**config.mk**
```make
export PLATFORM = sky130hd
export DESIGN_NAME = tlb_op_ctrl
export DESIGN_NICKNAME = d
export VERILOG_FILES = /design/src/rtl/tlb_op_ctrl_pkg.sv /design/src/rtl/tlb_random_ctr.sv /design/src/rtl/tlb_op_ctrl.sv
export SDC_FILE = /design/constraint.sdc
export NUM_CORES = 1
export LEC_CHECK = 0
export ABC_AREA = 0
export CAP_MARGIN = 5
export CORE_AREA = 2 2 222 224
export DETAILED_ROUTE_END_ITERATION = 7
export DIE_AREA = 0 0 224 226
export PLACE_DENSITY = 0.54
export SYNTH_ARGS = -nofsm -noshare
export SYNTH_HDL_FRONTEND = slang
export SYNTH_SLANG_ARGS = --single-unit
```
**constraint.sdc**
```tcl
create_clock -name clk -period 19.5 [get_ports clk]
set_input_delay 3.9 -clock clk [delete_from_list [all_inputs] [get_ports clk]]
set_output_delay 3.9 -clock clk [all_outputs]
set_load 0.01 [all_outputs]
```
**src/rtl/tlb_op_ctrl_pkg.sv**
```systemverilog
// Shared MMU definitions: TLB operation types, MMU response layout and TLB size.
package tlb_op_ctrl_pkg;

    localparam int TLB_ENTRIES = 32;

    typedef enum logic [2:0] {
        TLB_NONE = 3'd0,
        TLBP     = 3'd1,
        TLBR     = 3'd2,
        TLBWI    = 3'd3,
        TLBWR    = 3'd4
    } tlb_type_t;

    typedef struct packed {
        logic [31:0] index;
        logic [31:0] entry_hi;
        logic [31:0] entry_lo0;
        logic [31:0] entry_lo1;
    } mmu_resp_t;

    // Probe and read return data to CP0; writes only modify the TLB.
    function automatic logic is_read_op(input tlb_type_t op);
        return (op == TLBP) || (op == TLBR);
    endfunction

endpackage

```
**src/rtl/tlb_random_ctr.sv**
```systemverilog
// CP0 Random register: counts down each cycle, wrapping to the top entry at or below Wired.
module tlb_random_ctr #(
    parameter int TLB_ENTRIES = tlb_op_ctrl_pkg::TLB_ENTRIES,
    localparam int IW = $clog2(TLB_ENTRIES)
) (
    input  logic          clk,
    input  logic          reset,
    input  logic [IW-1:0] wired,
    input  logic          wired_we,
    output logic [IW-1:0] random_out
);

    localparam logic [IW-1:0] RAND_TOP = IW'(TLB_ENTRIES - 1);

    // A Wired write restarts the range; Wired at the top pins the counter there.
    always_ff @(posedge clk or posedge reset) begin
        if (reset) begin
            random_out <= RAND_TOP;
        end else if (wired_we || (random_out <= wired)) begin
            random_out <= RAND_TOP;
        end else begin
            random_out <= random_out - IW'(1);
        end
    end

endmodule

```
**src/rtl/tlb_op_ctrl.sv**
```systemverilog
// Sequences TLBP/TLBR/TLBWI/TLBWR instructions between the pipeline, the MMU and CP0.
module tlb_op_ctrl
    import tlb_op_ctrl_pkg::*;
#(
    parameter int TLB_ENTRIES = tlb_op_ctrl_pkg::TLB_ENTRIES,
    localparam int IW = $clog2(TLB_ENTRIES)
) (
    input  logic          clk,
    input  logic          reset,
    input  logic          req_valid,
    input  tlb_type_t     req_op,
    input  logic [31:0]   index_in,
    input  logic [31:0]   entry_hi_in,
    input  logic [31:0]   entry_lo0_in,
    input  logic [31:0]   entry_lo1_in,
    input  logic [31:0]   page_mask_in,
    input  logic [IW-1:0] wired,
    input  logic          wired_we,
    input  logic          flush,
    output logic          mmu_req_valid,
    input  logic          mmu_req_ready,
    output tlb_type_t     mmu_req_op,
    output logic [IW-1:0] mmu_req_idx,
    output logic [31:0]   mmu_req_entry_hi,
    output logic [31:0]   mmu_req_entry_lo0,
    output logic [31:0]   mmu_req_entry_lo1,
    output logic [31:0]   mmu_req_page_mask,
    input  logic          mmu_resp_valid,
    input  mmu_resp_t     mmu_resp,
    output tlb_type_t     cp0_wb_type,
    output mmu_resp_t     cp0_wb_resp,
    output logic [IW-1:0] random_out,
    output logic          stall,
    output logic          done
);

    typedef enum logic [1:0] {
        S_IDLE,
        S_ISSUE,
        S_WAIT,
        S_DONE
    } state_t;

    state_t        state, state_nxt;
    tlb_type_t     op_q;
    logic [IW-1:0] idx_q;
    logic [IW-1:0] rand_q;
    logic [31:0]   entry_hi_q, entry_lo0_q, entry_lo1_q, page_mask_q;
    mmu_resp_t     resp_q;
    logic          accept, handshake, capture;
    logic          unused_index_hi;

    // Only the low index bits address the TLB; the probe-fail bit lives in the MMU response.
    assign unused_index_hi = ^index_in[31:IW];

    assign accept    = (state == S_IDLE) && req_valid && !flush;
    assign handshake = (state == S_ISSUE) && !flush && mmu_req_ready;
    assign capture   = mmu_resp_valid &&
                       ((state == S_WAIT) || (handshake && is_read_op(op_q)));

    tlb_random_ctr #(.TLB_ENTRIES(TLB_ENTRIES)) u_random (
        .clk        (clk),
        .reset      (reset),
        .wired      (wired),
        .wired_we   (wired_we),
        .random_out (random_out)
    );

    always_ff @(posedge clk or posedge reset) begin
        if (reset) begin
            state <= S_IDLE;
        end else begin
            state <= state_nxt;
        end
    end

    // Once the MMU has taken a request the TLB may be modified, so flush no longer aborts.
    always_comb begin
        state_nxt = state;
        case (state)
            S_IDLE: begin
                if (accept) state_nxt = S_ISSUE;
            end
            S_ISSUE: begin
                if (flush) begin
                    state_nxt = S_IDLE;
                end else if (mmu_req_ready) begin
                    if (!is_read_op(op_q) || mmu_resp_valid) state_nxt = S_DONE;
                    else                                     state_nxt = S_WAIT;
                end
            end
            S_WAIT: begin
                if (mmu_resp_valid) state_nxt = S_DONE;
            end
            S_DONE:  state_nxt = S_IDLE;
            default: state_nxt = S_IDLE;
        endcase
    end

    always_comb begin
        mmu_req_valid = 1'b0;
        stall         = 1'b0;
        done          = 1'b0;
        cp0_wb_type   = TLB_NONE;
        case (state)
            S_IDLE:  stall = req_valid;
            S_ISSUE: begin
                mmu_req_valid = 1'b1;
                stall         = 1'b1;
            end
            S_WAIT:  stall = 1'b1;
            S_DONE: begin
                done = 1'b1;
                if (is_read_op(op_q)) cp0_wb_type = op_q;
            end
            default: ;
        endcase
    end

    always_ff @(posedge clk or posedge reset) begin
        if (reset) begin
            op_q        <= TLB_NONE;
            idx_q       <= '0;
            rand_q      <= '0;
            entry_hi_q  <= '0;
            entry_lo0_q <= '0;
            entry_lo1_q <= '0;
            page_mask_q <= '0;
            resp_q      <= '0;
        end else begin
            if (accept) begin
                op_q        <= req_op;
                idx_q       <= index_in[IW-1:0];
                rand_q      <= random_out;
                entry_hi_q  <= entry_hi_in;
                entry_lo0_q <= entry_lo0_in;
                entry_lo1_q <= entry_lo1_in;
                page_mask_q <= page_mask_in;
            end
            if (capture) resp_q <= mmu_resp;
        end
    end

    always_comb begin
        case (op_q)
            TLBWI, TLBR: mmu_req_idx = idx_q;
            TLBWR:       mmu_req_idx = rand_q;
            default:     mmu_req_idx = '0;
        endcase
    end

    assign mmu_req_op        = op_q;
    assign mmu_req_entry_hi  = entry_hi_q;
    assign mmu_req_entry_lo0 = entry_lo0_q;
    assign mmu_req_entry_lo1 = entry_lo1_q;
    assign mmu_req_page_mask = page_mask_q;
    assign cp0_wb_resp       = resp_q;

endmodule

```
[Word level (Yosys, flattened, before mapping)]
Cells that the tools add are included.
Storage, ports and cells
  register bits after elaboration: 276
  input port bits: 303
  output and inout bits: 275
  logic and storage cells: 54
Cells by class
  $add $sub $neg: 1
  $lt $le $gt $ge: 1
  equal/unequal tests: 10
  multiplexer cells: 13
  reductions and logical operators: 16
Operators by type and width (count)
  5-bit case mux with 2 select lines: 1
  2-bit two-way mux: 4
  2-bit case mux with 4 select lines: 1
  3-bit by 2-bit == test with 1-bit output, second input constant: 2
  1-bit logical AND: 6
  3-bit two-way mux: 2
  5-bit <= comparator: 1
  5-bit two-way mux: 1
  5-bit by 1-bit subtractor with 5-bit output, second input constant: 1
  2-bit == test, second input constant: 2
  1-bit logical OR: 4
  2-bit inequality test, second input constant: 2
  2-bit OR reduction: 2
  3-bit by 1-bit == test with 1-bit output, second input constant: 1
  3-bit == test, second input constant: 1
  1-bit two-way mux: 3
  3-bit inequality test, second input constant: 1
  3-bit AND reduction: 1
  2-bit by 1-bit == test with 1-bit output, second input constant: 1
  1-bit zero test: 2
  2-bit zero test: 1
  1-bit case mux with 2 select lines: 1

[Longest topological paths before layout]
  depth after elaboration: 8
  mapped depth: 8
  depth with buffers taken out: 6

[Cells and area by module]
From an unflattened synthesis, not the netlist that was laid out.
Second synthesis, totals
  cell total of the unflattened synthesis: 641
  area, all modules: 11227.0 um2
By module, submodules not included
  tlb_op_ctrl: instances 1, cells an instance 606, area each 10867.9 um2, sequential area each 6781.5 um2
  tlb_random_ctr: instances 1, cells an instance 35, area each 359.1 um2, sequential area each 131.4 um2

[Least setup slack after synthesis]
Ideal clock, no wire load.
  path type: input -> output
  start: in req_valid
  end: out stall
  data arrival time: 4110 ps
  required time: 15600 ps
  path slack: 11490 ps
  cell stages on the path: 2
  path buffers: 0
  path through: a21oi_1 -> nor2_1
On the way
  longest elaborated chain between the ends: 1
RTL lines
  from (decl): RTL line tlb_op_ctrl.sv:10  | input logic req_valid,
  1-bit case mux with 2 select lines: RTL line tlb_op_ctrl.sv:105  | case (state)
  to (decl): RTL line tlb_op_ctrl.sv:33  | output logic stall,
No other way between the ends.

[Worst setup path after layout]
Same ends and word-level chain as after synthesis.

==> metrics.md <==
| Metric | Value |
|---|---|
| Grt total ovfl | 0 |
| # diodes | 0 |
| Clock Skews | about 0.016 ns |
| Post-synthesis sequential area ratio | a little over 60% |
| Critical path class | in -> out |
| Std-Cell Rows | between 80 and 90 |
| Hold Path Depth | 1 |
| Worst slew pin tran | ~1.0 ns |
| Largest net degree at the start of global routing | 111 |
| CTS buffer count | 31 |
| Clock Path Buffers | 3 |
| Hold path endpoint | u_random.random_out[0]$_DFF_PP1_ |
| Slew Limit Fails | 0 |
| Syn_nets | 969 |
| R2R cell count | 5 |
| Hold path start | u_random.random_out[0]$_DFF_PP1_ |
| RD Place Congestion | ~0.75 |
| Pleak | a little under 0.008 uW |
| Crit. End Element | output pin |
| Post-DRT Antenna Nets | 0 |
| Routed len/inst | between 15 and 20 um |
| Synth Warn # | 0 |
| Area grow syn2layout | 61.6% |
| Worst EP required | ~16 ns |
| FF-to-FF End | cp0_wb_resp[61]$_DFFE_PP0P_ |
| RSZ-0062 raised after global routing | false |
| First-pass GRT wire length | ~50 mm |
| Width of the die | between 200 and 250 um |
| Crit share post-route | 46.7% |
| Final hold vios | 0 |
| Post-CTS Setup Bufs | 0 |
| Mapped cell area | approximately 11000 um^2 |
| DR pass1 iterations | 4 |
| DRC | 0 |
| Max capacitance violation total | 0 |
| Final core occ | between 30% and 40% |
| Layout net count | between 1500 and 2000 |
| Cells after synthesis | roughly 660 |
| DIE HEIGHT | between 200 and 250 um |
| Syn_area_per_cell | between 15 and 20 um^2 |
| Setup_tns | 0 ns |
| Min Clock Period, post-route | about 9.1 ns |
| Cts repair resizes | 0 |
| HPWL Detailed | roughly 25 mm |
| Initial antenna violation count | 0 |
| Register-to-register setup slack | 16.41 ns |
| Initial Utilization | between 20% and 30% |
| I/O Buffers | 549 |
| Gr usage total | approximately an eighth |
| Synth Register Bits | around 280 |
| Hold Path Class | reg -> reg |
| Worst-Skew Late Latency | ~0.56 ns |
| RR Startpoint | mmu_req_op[1]$_DFFE_PP0P_ |
| DR vias | between 7000 and 8000 |
| CP startpoint kind | primary input |
| Run status | finished clean |
| I/O pins | 578 |
| Number of global-route vias before repair | 8088 |
| PwrDens | roughly 160 nW/um^2 |
| Clk Tree Root Cell | clkbuf_16 |
| H-tree depth | 1 |
| Core ar. | about 48000 um^2 |
| Slew headroom | around 32% |
| CP Data Arrival Time | ~5.2 ns |
| Synth cell types | 32 |
| Crit Path Max Fanout | 3 |
| Layout cells sized above 1 | a little over a quarter |
| Starting DRC count in detailed routing | 238 |
| Clk pin slew, worst setup/hold paths | 0.06 ns |
| Via-to-Cell Ratio | between 4 and 5 |
| Max IR drop VDD | between 0.09 and 0.1 mV |
| Die area | 50600 um^2 |
| Maximum clock rate | 0.110 GHz |
| Final setup viols | 0 |
| Clock Sinks | 276 |
| WL final | 34.1 mm |
| CTS tree | built |
| Hold Buf Count CTS | 0 |
## how the worst max path moves through the flow
stage	from	endpoint	slack (ns)
after detailed placement	req_valid	stall	10.39
after global placement	req_valid	stall	10.39
after floorplan	reset	async pin	8.00
final	req_valid	stall	10.40
after global routing	req_valid	stall	10.34
after CTS	req_valid	stall	10.37
## stage by stage
step	hold WS, ns	power, uW	setup WS [ns]	cell area, um^2	cells
4_1_cts	0.480	2960	10.37	18100	1852
3_3_place_gp	0.451	2380	10.39	17200	1801
3_5_place_dp	0.460	2400	10.39	17200	1801
5_1_grt	0.488	3080	10.34	18100	1852
2_1_floorplan	0.450	1640	8.00	11200	655
6_report	0.474	2910	10.40	18100	1852
## sequential cells by signal, indices dropped and copies added (netlist names), named ones only
name                 count
idx_q                    5
mmu_req_page_mask       32
mmu_req_op               3
mmu_req_entry_hi        32
mmu_req_entry_lo0       32
cp0_wb_resp            128
mmu_req_entry_lo1       32
rand_q                   5
state                    1
u_random.random_out      5
## cells in the mapped netlist, drive strengths merged
| library cell | count | area (um^2) |
|---|---|---|
| nand2b | 2 | 12.5 |
| nor2 | 4 | 15.0 |
| conb | 1 | 3.75 |
| a221oi | 1 | 8.76 |
| mux2 | 267 | 3460 |
| nand3b | 1 | 7.51 |
| xnor2 | 3 | 26.3 |
| nand2 | 18 | 67.6 |
| and3 | 1 | 6.26 |
| clkbuf | 9 | 33.8 |
| inv | 10 | 37.5 |
| a22o | 1 | 8.76 |
| a31oi | 2 | 12.5 |
| buf | 23 | 304 |
| a21oi | 4 | 20.0 |
| dfstp | 5 | 131 |
| xor2 | 1 | 8.76 |
| ha | 11 | 138 |
| dfrtp | 271 | 6780 |
| nor2b | 3 | 18.8 |
| nor4bb | 2 | 20.0 |
| nor3 | 1 | 5.00 |
| o21ai | 10 | 53.8 |
| and4 | 1 | 8.76 |
| nor4b | 2 | 23.8 |
| a21o | 1 | 7.51 |
## final cells by class
cell class | instances | area (um^2)
well taps | 622 | 778
repair buffers | 556 | 5560
clock buffers | 47 | 876
fillers | 4648 | 30200
multi-input cells | 337 | 3940
inverters | 10 | 45.0
clock inverters | 4 | 22.5
flip-flops and latches | 276 | 6910
## cells in the final DEF (no fill, tap or decap)
cell type	count
dfstp_2	5
nand2b_1	2
and4_1	1
a31oi_1	2
dfrtp_1	271
nor3_1	1
a21oi_1	4
inv_1	9
o21ai_0	9
nor2_1	4
clkdlybuf4s50_1	549
inv_8	1
ha_1	11
clkinv_2	3
nor4b_2	1
buf_4	6
nor4b_1	1
buf_12	1
o21ai_4	1
clkbuf_1	12
mux2_4	120
clkbuf_16	31
xor2_1	1
clkbuf_8	4
nor4bb_1	2
a221oi_1	1
a21o_1	1
nor2b_1	3
a22o_1	1
conb_1	1
mux2_2	147
nand3b_1	1
clkinvlp_4	1
xnor2_1	3
nand2_1	18
and3_1	1
## worst max-delay path, cell delays in order
cell and delay [ns]:
clkdlybuf4s50_1 0.50, a21oi_1 0.10, nor2_1 0.11, clkdlybuf4s50_1 0.58
## routing by layer
layer  global-route usage [%]  wire [um]  vias to the layer above
met2                     22.2      16600                      334
met1                     14.8      13300                     3690
met3                     5.59       3620                       40
met5                        0          0                        -
li1                         -          -                     3387
met4                     2.54        527                        0
## report_power, final
| part | leakage, uW | switching, uW | internal (uW) | total (uW) |
|---|---|---|---|---|
| Combinational | 0.00418 | 477 | 874 | 1350 |
| Clock | 0.000437 | 229 | 305 | 533 |
| Sequential | 0.00327 | 164 | 860 | 1020 |
| Total | 0.00788 | 869 | 2040 | 2910 |
## cells by family after synthesis
family                   count (synthesis)  synth area share, %
other                                    1               0.0334
buffers and inverters                   42                 3.35
XOR/XNOR                                 4                0.312
flip-flops                             276                 61.6
adder cells (fa/ha/maj)                 11                 1.23
AND/OR/NAND/NOR                         35                 1.65
AO/OA/AOI/OAI                           19                0.993
multiplexers                           267                 30.8
No activity file was read; power rests on OpenSTA's default activity.
